<file path="src/rtl/csr_access_pkg.sv">
// Shared types and constants for the CSR access initiator.
// Zicsr funct3 codes, CSR unit op encodings and FSM states.
package csr_access_pkg;

    localparam logic [2:0] F3_CSRRW  = 3'b001;
    localparam logic [2:0] F3_CSRRS  = 3'b010;
    localparam logic [2:0] F3_CSRRC  = 3'b011;
    localparam logic [2:0] F3_CSRRWI = 3'b101;
    localparam logic [2:0] F3_CSRRSI = 3'b110;
    localparam logic [2:0] F3_CSRRCI = 3'b111;

    typedef enum logic [1:0] {
        OP_WRITE = 2'b00,
        OP_SET   = 2'b01,
        OP_CLEAR = 2'b10,
        OP_NONE  = 2'b11
    } csr_op_e;

    typedef enum logic [1:0] {
        ST_IDLE   = 2'b00,
        ST_ACCESS = 2'b01,
        ST_RESP   = 2'b10
    } state_e;

    // addr[11:10] of the read-only CSR space
    localparam logic [1:0] RO_SPACE = 2'b11;

endpackage

</file>
<file path="src/rtl/csr_req_decode.sv">
// Combinational Zicsr request decode: operand, op, write/read
// suppression and illegal-access detection.
module csr_req_decode
    import csr_access_pkg::*;
#(
    parameter bit RO_CHECK          = 1'b1,
    parameter bit ILLEGAL_ON_BAD_F3 = 1'b1
) (
    input  logic [2:0]  funct3_i,
    input  logic [1:0]  addr_hi_i,
    input  logic [31:0] rs1_data_i,
    input  logic [4:0]  rs1_idx_i,
    input  logic [4:0]  rd_idx_i,
    output logic [31:0] operand_o,
    output csr_op_e     op_o,
    output logic        do_write_o,
    output logic        rd_we_o,
    output logic        illegal_o
);

    csr_op_e base;
    logic    bad_f3;
    logic    writes;
    logic    ro_hit;

    // Decode funct3; set/clear with x0/zimm=0 never write
    always_comb begin
        base   = OP_NONE;
        bad_f3 = 1'b0;
        unique case (funct3_i[1:0])
            2'b01:   base = OP_WRITE;
            2'b10:   base = OP_SET;
            2'b11:   base = OP_CLEAR;
            default: bad_f3 = 1'b1;
        endcase
        operand_o = funct3_i[2] ? {27'b0, rs1_idx_i} : rs1_data_i;
        writes = !bad_f3 && ((base == OP_WRITE) || (rs1_idx_i != 5'd0));
        ro_hit = RO_CHECK && (addr_hi_i == RO_SPACE) && writes;
        illegal_o  = (bad_f3 && ILLEGAL_ON_BAD_F3) || ro_hit;
        do_write_o = writes && !illegal_o;
        op_o       = do_write_o ? base : OP_NONE;
        rd_we_o    = !bad_f3 && !illegal_o && (rd_idx_i != 5'd0);
    end

endmodule

</file>
<file path="src/rtl/csr_access_ctrl.sv">
// Pipeline-side CSR access initiator: one Zicsr instruction per
// handshake, single-cycle CSR access, old value returned for rd.
module csr_access_ctrl
    import csr_access_pkg::*;
#(
    parameter bit RO_CHECK          = 1'b1,
    parameter bit ILLEGAL_ON_BAD_F3 = 1'b1
) (
    input  logic        clk_i,
    input  logic        rst_ni,
    input  logic        req_valid_i,
    output logic        req_ready_o,
    input  logic [2:0]  req_funct3_i,
    input  logic [11:0] req_addr_i,
    input  logic [31:0] req_rs1_data_i,
    input  logic [4:0]  req_rs1_idx_i,
    input  logic [4:0]  req_rd_idx_i,
    output logic [11:0] csr_addr_o,
    output logic [31:0] csr_data_o,
    output logic [1:0]  csr_op_o,
    output logic        csr_we_o,
    input  logic [31:0] csr_data_i,
    output logic        rsp_valid_o,
    input  logic        rsp_ready_i,
    output logic [31:0] rsp_rd_data_o,
    output logic [4:0]  rsp_rd_idx_o,
    output logic        rsp_rd_we_o,
    output logic        rsp_illegal_o
);

    state_e      state_q, state_d;
    logic [11:0] addr_q;
    logic [31:0] data_q;
    csr_op_e     op_q;
    logic        we_q;
    logic [4:0]  rd_idx_q;
    logic        rd_we_q;
    logic        ill_q;
    logic [31:0] rsp_data_q;
    logic [4:0]  rsp_idx_q;
    logic        rsp_we_q;
    logic        rsp_ill_q;

    logic [31:0] dec_operand;
    csr_op_e     dec_op;
    logic        dec_we;
    logic        dec_rd_we;
    logic        dec_ill;
    logic        accept;

    csr_req_decode #(
        .RO_CHECK          (RO_CHECK),
        .ILLEGAL_ON_BAD_F3 (ILLEGAL_ON_BAD_F3)
    ) u_decode (
        .funct3_i   (req_funct3_i),
        .addr_hi_i  (req_addr_i[11:10]),
        .rs1_data_i (req_rs1_data_i),
        .rs1_idx_i  (req_rs1_idx_i),
        .rd_idx_i   (req_rd_idx_i),
        .operand_o  (dec_operand),
        .op_o       (dec_op),
        .do_write_o (dec_we),
        .rd_we_o    (dec_rd_we),
        .illegal_o  (dec_ill)
    );

    // Next state plus per-state handshake and CSR strobes
    always_comb begin
        state_d     = state_q;
        req_ready_o = 1'b0;
        csr_we_o    = 1'b0;
        csr_op_o    = OP_NONE;
        rsp_valid_o = 1'b0;
        unique case (state_q)
            ST_IDLE: begin
                req_ready_o = rst_ni;
                if (req_valid_i && rst_ni) state_d = ST_ACCESS;
            end
            ST_ACCESS: begin
                csr_we_o = we_q;
                csr_op_o = op_q;
                state_d  = ST_RESP;
            end
            ST_RESP: begin
                rsp_valid_o = 1'b1;
                if (rsp_ready_i) state_d = ST_IDLE;
            end
            default: state_d = ST_IDLE;
        endcase
    end

    assign accept = req_valid_i && req_ready_o;

    // FSM state register
    always_ff @(posedge clk_i or negedge rst_ni) begin
        if (!rst_ni) state_q <= ST_IDLE;
        else         state_q <= state_d;
    end

    // Capture the decoded request on acceptance
    always_ff @(posedge clk_i or negedge rst_ni) begin
        if (!rst_ni) begin
            addr_q   <= '0;
            data_q   <= '0;
            op_q     <= OP_NONE;
            we_q     <= 1'b0;
            rd_idx_q <= '0;
            rd_we_q  <= 1'b0;
            ill_q    <= 1'b0;
        end else if (accept) begin
            addr_q   <= req_addr_i;
            data_q   <= dec_operand;
            op_q     <= dec_op;
            we_q     <= dec_we;
            rd_idx_q <= req_rd_idx_i;
            rd_we_q  <= dec_rd_we;
            ill_q    <= dec_ill;
        end
    end

    // Latch the pre-write CSR value and response fields after ACCESS
    always_ff @(posedge clk_i or negedge rst_ni) begin
        if (!rst_ni) begin
            rsp_data_q <= '0;
            rsp_idx_q  <= '0;
            rsp_we_q   <= 1'b0;
            rsp_ill_q  <= 1'b0;
        end else if (state_q == ST_ACCESS) begin
            rsp_data_q <= ill_q ? 32'd0 : csr_data_i;
            rsp_idx_q  <= rd_idx_q;
            rsp_we_q   <= rd_we_q;
            rsp_ill_q  <= ill_q;
        end
    end

    assign csr_addr_o    = addr_q;
    assign csr_data_o    = data_q;
    assign rsp_rd_data_o = rsp_data_q;
    assign rsp_rd_idx_o  = rsp_idx_q;
    assign rsp_rd_we_o   = rsp_we_q;
    assign rsp_illegal_o = rsp_ill_q;

endmodule

</file>
<file path="config.mk">
export PLATFORM = sky130hd
export DESIGN_NAME = csr_access_ctrl
export DESIGN_NICKNAME = d
export VERILOG_FILES = /design/src/rtl/csr_access_pkg.sv /design/src/rtl/csr_req_decode.sv /design/src/rtl/csr_access_ctrl.sv
export SDC_FILE = /design/constraint.sdc
export NUM_CORES = 1
export LEC_CHECK = 0
export ABC_AREA = 0
export CORE_AREA = 2 2 98 148
export CTS_CLUSTER_DIAMETER = 120
export CTS_CLUSTER_SIZE = 10
export DETAILED_ROUTE_END_ITERATION = 10
export DIE_AREA = 0 0 100 150
export GPL_TIMING_DRIVEN = 0
export HOLD_SLACK_MARGIN = 0.12
export PLACE_DENSITY_LB_ADDON = 0.2
export SLEW_MARGIN = 20
export SYNTH_ARGS = -nofsm -noshare
export SYNTH_HDL_FRONTEND = slang
export SYNTH_SLANG_ARGS = --single-unit
</file>
<file path="constraint.sdc">
create_clock -name clk_i -period 4.55 [get_ports clk_i]
set_clock_uncertainty 0.15 [all_clocks]
set_input_delay 1.1375 -clock clk_i [delete_from_list [all_inputs] [get_ports clk_i]]
set_output_delay 1.1375 -clock clk_i [all_outputs]
set_load 0.005 [all_outputs]
</file>
==> impl_metrics.ini, run 1 <==
[clocking]
cts_inserted_buffers = 9
cts.reportedPaths.clkPinSlew_ns = 0.07
cts.repair.resized = 0
cts_hold_buffers = 0
htree_levels = 3
clock_tree.root_cell = sky130_fd_sc_hd__clkbuf_16
worstSkewPairLatency_ns = 0.33
tritoncts = yes
buffers_from_clock_root_to_sink_at_most = 2
cts_sinks = 95
number_of_post_cts_setup_repair_buffers = 0

[sta]
finalHoldViolations = 0
final_max_slew_viol_count = 0
max_freq_mhz = 259
grt_setup_unrepaired = false
report.final.setup_viol = 0
slew-limit-headroom_pct = 65.7
tightest_slew_ns = 0.510
timing.final.crit_share_pct = 84.8
period_minus_slack_ns = 3.86
timing.final.ws_setup_ns = 0.691
tns_ns = 0

[grt]
grt_max_degree = 63
grt_pass1_wl_um = 17800
grtUsageTotal_pct = 15.2
grt_antenna_before_repair = 0
first_global_vias = 3429
global_route.overflow_total = 0

[die]
fp.dieArea_um2 = 15000
core_um2 = 13800
rows = 53
io-pin-count = 181
floorplan.initialDensity_pct = 29.4
fp.dieH_um = 150
die_x_um = 100

[finish]
filler_cell_count = 1376
drive_above_1_share_pct = 7.99
commonest_non_fill_non_tap_cell_in_the_layout = sky130_fd_sc_hd__clkdlybuf4s50_1
finalNetCount = 691
most-common-layout-cells = 179 x sky130_fd_sc_hd__clkdlybuf4s50_1, 116 x sky130_fd_sc_hd__nand2_1, 93 x sky130_fd_sc_hd__dfrtp_1, 60 x sky130_fd_sc_hd__nand2b_1, 33 x sky130_fd_sc_hd__o21ai_0
relative_area_change_from_synthesis_to_final_layout_pct = 57.1
final_core_utilization_pct = 46.1
insertedDiodeCount = 0

[yosys]
post_synthesis_cells = 404
synth_top_area_share_pct = 57.4
synth_area_leader_cell = sky130_fd_sc_hd__dfrtp_1
synth_area_per_cell_um2 = 10.0
postSynthRegisterBits = 95
yosys-top-cells-area = sky130_fd_sc_hd__dfrtp_1 57%, sky130_fd_sc_hd__nand2_1 11%, sky130_fd_sc_hd__nand2b_1 9.3%
yosysSeqAreaShare_pct = 58.7
synth.yosys.warnings = 0
yosys.cell_types.count = 35
netlist_area_before_placement_um2 = 4050
mappedNetlistNets = 499

[routing]
detail_route.drc_violations = 0
viasPerCell = 4.46
drt_iter0_drc = 111
route.antenna.remaining_nets = 0
total_number_of_vias = 3413
wl_met1_um = 4580
finalWirelength_um = 11200
top_layer = met4
firstDrtPassIters = 4
avgRoutedWirePerCell_um = 14.7
met2RoutedLength_um = 5630
met3_length_um = 891

[setup_path]
endpoint_class_of_the_critical_path = output port
crit_path_start = rst_ni
max_stage_delay_ns = 0.54
startpoint_type = primary input
worstPathCellList = buf_6, buf_16, nor3b_1, clkdlybuf4s50_1
crit_slowest_cell = sky130_fd_sc_hd__clkdlybuf4s50_1
regToRegEndpoint = rd_we_q
timing.critical_path.fanout_max = 62
worstSetupEndpoint = req_ready_o
worst_ep_required_ns = 3.26
setup.reg_to_reg.worst_slack_ns = 3.06
crit_type = in2out
rr_worst_depth = 5
crit_arrival_ns = 2.57
timing.rr.start = state_q[0]

[pwr]
power_leakage_nw = 2.78
cellPowerDensity_nw_per_um2 = 443
vdd.ir_drop.worst_mv = 0.164
total_power_w = 0.00282

[status]
run_status = finished clean

[place]
portBuffers = 180
dp_slack_ns = 0.635
placed_wire_length_estimate_um = 8560
final_weighted_congestion_in_routability_driven_placement = 0.774

[hold_path]
timing.hold.worst.class = reg2reg

[flow_run]
cap_viol_max_count = 0
==> worst min path at each step <==
| stage | startpoint | to | cells after the start |
|---|---|---|---|
| floorplan | rd_idx_q[0] | rd_idx_q[0] | 2 |
| global placement | rd_idx_q[0] | rd_idx_q[0] | 2 |
| detailed placement | rd_idx_q[3] | rd_idx_q[3] | 2 |
| CTS | rd_idx_q[3] | rd_idx_q[3] | 2 |
| global route | rsp_rd_data_o[30] | rsp_rd_data_o[30] | 2 |
| finish | rd_idx_q[4] | rd_idx_q[4] | 2 |
==> critical path: cells and delay by family <==
family	cells	cell delay (ns)
buffers and inverters	3	1.15
AND/OR/NAND/NOR	1	0.24
==> per-layer routing <==
| metal | vias up | track usage, % |
|---|---|---|
| met5 | - | 0 |
| met1 | 1600 | 18.1 |
| met3 | 7 | 4.67 |
| li1 | 1683 | - |
| met2 | 123 | 26.3 |
| met4 | 0 | 4.52 |
==> area by class of cell <==
| cell class | count | area [um2] | share of cell area, % |
|---|---|---|---|
| timing repair buffer | 181 | 1830 | 28.8 |
| buffer | 25 | 171 | 2.69 |
| clock buffer | 12 | 246 | 3.87 |
| multi-input combinational | 279 | 1480 | 23.3 |
| tap | 165 | 206 | 3.24 |
| sequential | 95 | 2380 | 37.4 |
| inverter | 5 | 18.8 | 0.295 |
| clock inverter | 4 | 30.0 | 0.472 |
==> per-stage QoR <==
stage | instance area, um2 | std cells | hold slack (ns)
6_report | 6360 | 766 | 0.326
5_1_grt | 6360 | 766 | 0.357
4_1_cts | 6360 | 766 | 0.330
3_5_place_dp | 6090 | 750 | 0.313
3_3_place_gp | 6060 | 749 | 0.305
2_1_floorplan | 4050 | 404 | 0.291
==> kinds of logic after synthesis <==
kind of cell               synth area share [%]
AOI/OAI and AO/OA                          9.70
buffers and inverters                      4.69
and+or+nand+nor                            22.9
adders and majority gates                 0.618
muxes                                      3.37
DFF                                        58.7
==> state kept, by name, indices dropped and copies added (netlist names) <==
signal / cells
csr_data_o: 32
rsp_rd_data_o: 32
csr_addr_o: 12
rd_idx_q: 5
rsp_rd_idx_o: 5
op_q: 2
state_q: 2
ill_q: 1
rd_we_q: 1
rsp_illegal_o: 1
rsp_rd_we_o: 1
we_q: 1
==> Yosys cell counts <==
master	count
sky130_fd_sc_hd__nor3_1	1
sky130_fd_sc_hd__nand2_1	116
sky130_fd_sc_hd__nor2_2	1
sky130_fd_sc_hd__or2_2	2
sky130_fd_sc_hd__buf_2	5
sky130_fd_sc_hd__a31oi_1	1
sky130_fd_sc_hd__mux2i_1	5
sky130_fd_sc_hd__o21ai_0	33
sky130_fd_sc_hd__clkbuf_1	9
sky130_fd_sc_hd__nand2b_1	60
sky130_fd_sc_hd__buf_1	1
sky130_fd_sc_hd__ha_1	2
sky130_fd_sc_hd__o2bb2ai_1	1
sky130_fd_sc_hd__o22a_1	1
sky130_fd_sc_hd__nor2_1	4
sky130_fd_sc_hd__dfstp_2	2
sky130_fd_sc_hd__nand2b_4	1
sky130_fd_sc_hd__buf_6	9
sky130_fd_sc_hd__a21oi_1	3
sky130_fd_sc_hd__buf_4	1
sky130_fd_sc_hd__mux2_4	2
sky130_fd_sc_hd__o211ai_1	1
sky130_fd_sc_hd__o21ai_1	32
sky130_fd_sc_hd__a22o_1	1
sky130_fd_sc_hd__nor2b_1	1
sky130_fd_sc_hd__o31ai_2	1
sky130_fd_sc_hd__dfrtp_1	93
sky130_fd_sc_hd__nand4bb_4	1
sky130_fd_sc_hd__nor3b_1	1
sky130_fd_sc_hd__nor4_1	1
sky130_fd_sc_hd__mux2_2	5
sky130_fd_sc_hd__inv_2	1
sky130_fd_sc_hd__nand2b_2	1
sky130_fd_sc_hd__or4_1	1
sky130_fd_sc_hd__inv_1	4
==> where the power goes <==
group | internal [W] | switching [W] | leakage (nW)
Clock | 0.000388 | 0.000322 | 0.133
Combinational | 0.000581 | 0.000323 | 1.43
Sequential | 0.00107 | 0.000127 | 1.21
Total | 0.00204 | 0.000772 | 2.78
Power figures use the tool's default switching activity.
==> run 2, diff against run 1 <==
- clock period: 4.55 -> 3.2 ns (I/O delays scaled with it)
==> impl_metrics.ini, run 2 (synthesis gave the netlist of run 1 again) <==
[die]
io-pin-count = 181
core_um2 = 13800
fp.dieH_um = 150
floorplan.initialDensity_pct = 29.4
die_x_um = 100
fp.dieArea_um2 = 15000
rows = 53

[sta]
finalHoldViolations = 0
timing.final.ws_setup_ns = 0.117
report.final.setup_viol = 0
slew-limit-headroom_pct = 65.7
grt_setup_unrepaired = false
worst_hold_slack_ns = 0.238
final_max_slew_viol_count = 0
period_minus_slack_ns = 3.08
tightest_slew_ns = 0.510
max_freq_mhz = 324
timing.final.crit_share_pct = 96.4

[clocking]
tritoncts = yes
cts.reportedPaths.clkPinSlew_ns = 0.06
cts_inserted_buffers = 9
number_of_post_cts_setup_repair_buffers = 0
clock_tree.root_cell = sky130_fd_sc_hd__clkbuf_16
cts_hold_buffers = 0
worstSkewPairLatency_ns = 0.33
cts_sinks = 95
buffers_from_clock_root_to_sink_at_most = 2
htree_levels = 3

[routing]
route.antenna.remaining_nets = 0
drt_iter0_drc = 86
finalWirelength_um = 11400
detail_route.drc_violations = 0
total_number_of_vias = 3401
firstDrtPassIters = 4
avgRoutedWirePerCell_um = 14.9
viasPerCell = 4.43

[grt]
grt_pass1_wl_um = 18100
global_route.overflow_total = 0
grt_max_degree = 38
grt_antenna_before_repair = 0
first_global_vias = 3464
grtUsageTotal_pct = 15.5

[hold_path]
timing.hold.worst.class = in2async

[setup_path]
regToRegEndpoint = rd_we_q
crit_arrival_ns = 2.13
max_stage_delay_ns = 0.54
crit_type = in2out
worstPathCellList = clkbuf_8, buf_16, nor3b_1, clkdlybuf4s50_1
rr_worst_depth = 5
crit_slowest_cell = sky130_fd_sc_hd__clkdlybuf4s50_1
endpoint_class_of_the_critical_path = output port
worstSetupEndpoint = req_ready_o
worst_ep_required_ns = 2.25
timing.rr.start = state_q[0]
crit_path_start = rst_ni
startpoint_type = primary input
setup.reg_to_reg.worst_slack_ns = 1.72
timing.critical_path.fanout_max = 37

[pwr]
total_power_w = 0.00401
power_leakage_nw = 2.80
cellPowerDensity_nw_per_um2 = 626
vdd.ir_drop.worst_mv = 0.233

[finish]
finish.instance_area_um2 = 6400
most-common-layout-cells = 179 x sky130_fd_sc_hd__clkdlybuf4s50_1, 116 x sky130_fd_sc_hd__nand2_1, 93 x sky130_fd_sc_hd__dfrtp_1, 60 x sky130_fd_sc_hd__nand2b_1, 33 x sky130_fd_sc_hd__o21ai_0
commonest_non_fill_non_tap_cell_in_the_layout = sky130_fd_sc_hd__clkdlybuf4s50_1
finalNetCount = 692
insertedDiodeCount = 0
instances_no_fill = 767
drive_above_1_share_pct = 8.14
relative_area_change_from_synthesis_to_final_layout_pct = 58.0

[place]
dp_slack_ns = -0.0401
place.detailed.instances = 750
final_weighted_congestion_in_routability_driven_placement = 0.774
placed_cell_area_um2 = 6090
portBuffers = 180
placed_wire_length_estimate_um = 8560

[status]
run_status = finished clean

[flow_run]
cap_viol_max_count = 0
==> run 2: cell type report <==
cell class              instances  area (um2)
fillers                      1371        7390
flip-flops and latches         95        2380
repair buffers                182        1870
multi-input cells             279        1480
clock buffers                  12         246
well taps                     165         206
plain buffers                  25         171
clock inverters                 4        30.0
inverters                       5        18.8
==> run 2: through the flow <==
step                      TNS [ns]  utilization (%)
after floorplan                  0                -
after global placement     -389.17             43.9
after detailed placement   -0.0401             44.1
after CTS                        0             46.4
after global routing             0             46.4
final                            0             46.4
==> run 2: worst min-delay path by stage <==
stage	slack, ns	to	startpoint	cells after the start
2_1_floorplan	0.29	rd_idx_q[0]	rd_idx_q[0]	2
3_3_place_gp	0.31	rd_idx_q[0]	rd_idx_q[0]	2
3_5_place_dp	0.31	rd_idx_q[3]	rd_idx_q[3]	2
4_1_cts	0.22	rsp_rd_data_o[6]	rst_ni	1
5_1_grt	0.24	csr_addr_o[0]	rst_ni	1
6_report	0.24	rsp_rd_data_o[9]	rst_ni	1
==> run 2: timing repair <==
action | in CTS | in global routing
setup endpoints to repair | 1 | 1
resized for setup | 0 | 1
gates cloned | 1 | 0
==> run 2: critical path: cells and delay by family <==
family	cells	cell delay, ns
buf+inv	3	1.10
simple gates	1	0.21
==> run 2: metal layers <==
| metal | track usage, % | part of all wire [%] |
|---|---|---|
| met1 | 18.1 | 40 |
| met4 | 4.52 | 1.1 |
| met5 | 0 | 0 |
| met3 | 4.67 | 7.8 |
| met2 | 27.1 | 51 |
==> run 2: power breakdown <==
| group | leakage, nW | internal (W) | switching [W] |
|---|---|---|---|
| registers | 1.21 | 0.00153 | 0.000181 |
| logic | 1.45 | 0.000832 | 0.000460 |
| clock network | 0.133 | 0.000552 | 0.000457 |
| total | 2.80 | 0.00291 | 0.00110 |
==> run 3, diff against run 2 <==
- HOLD_SLACK_MARGIN: 0.12 -> unset
==> results of run 3 <==
No change in the layout: final DEF, timing and power equal those of run 2.
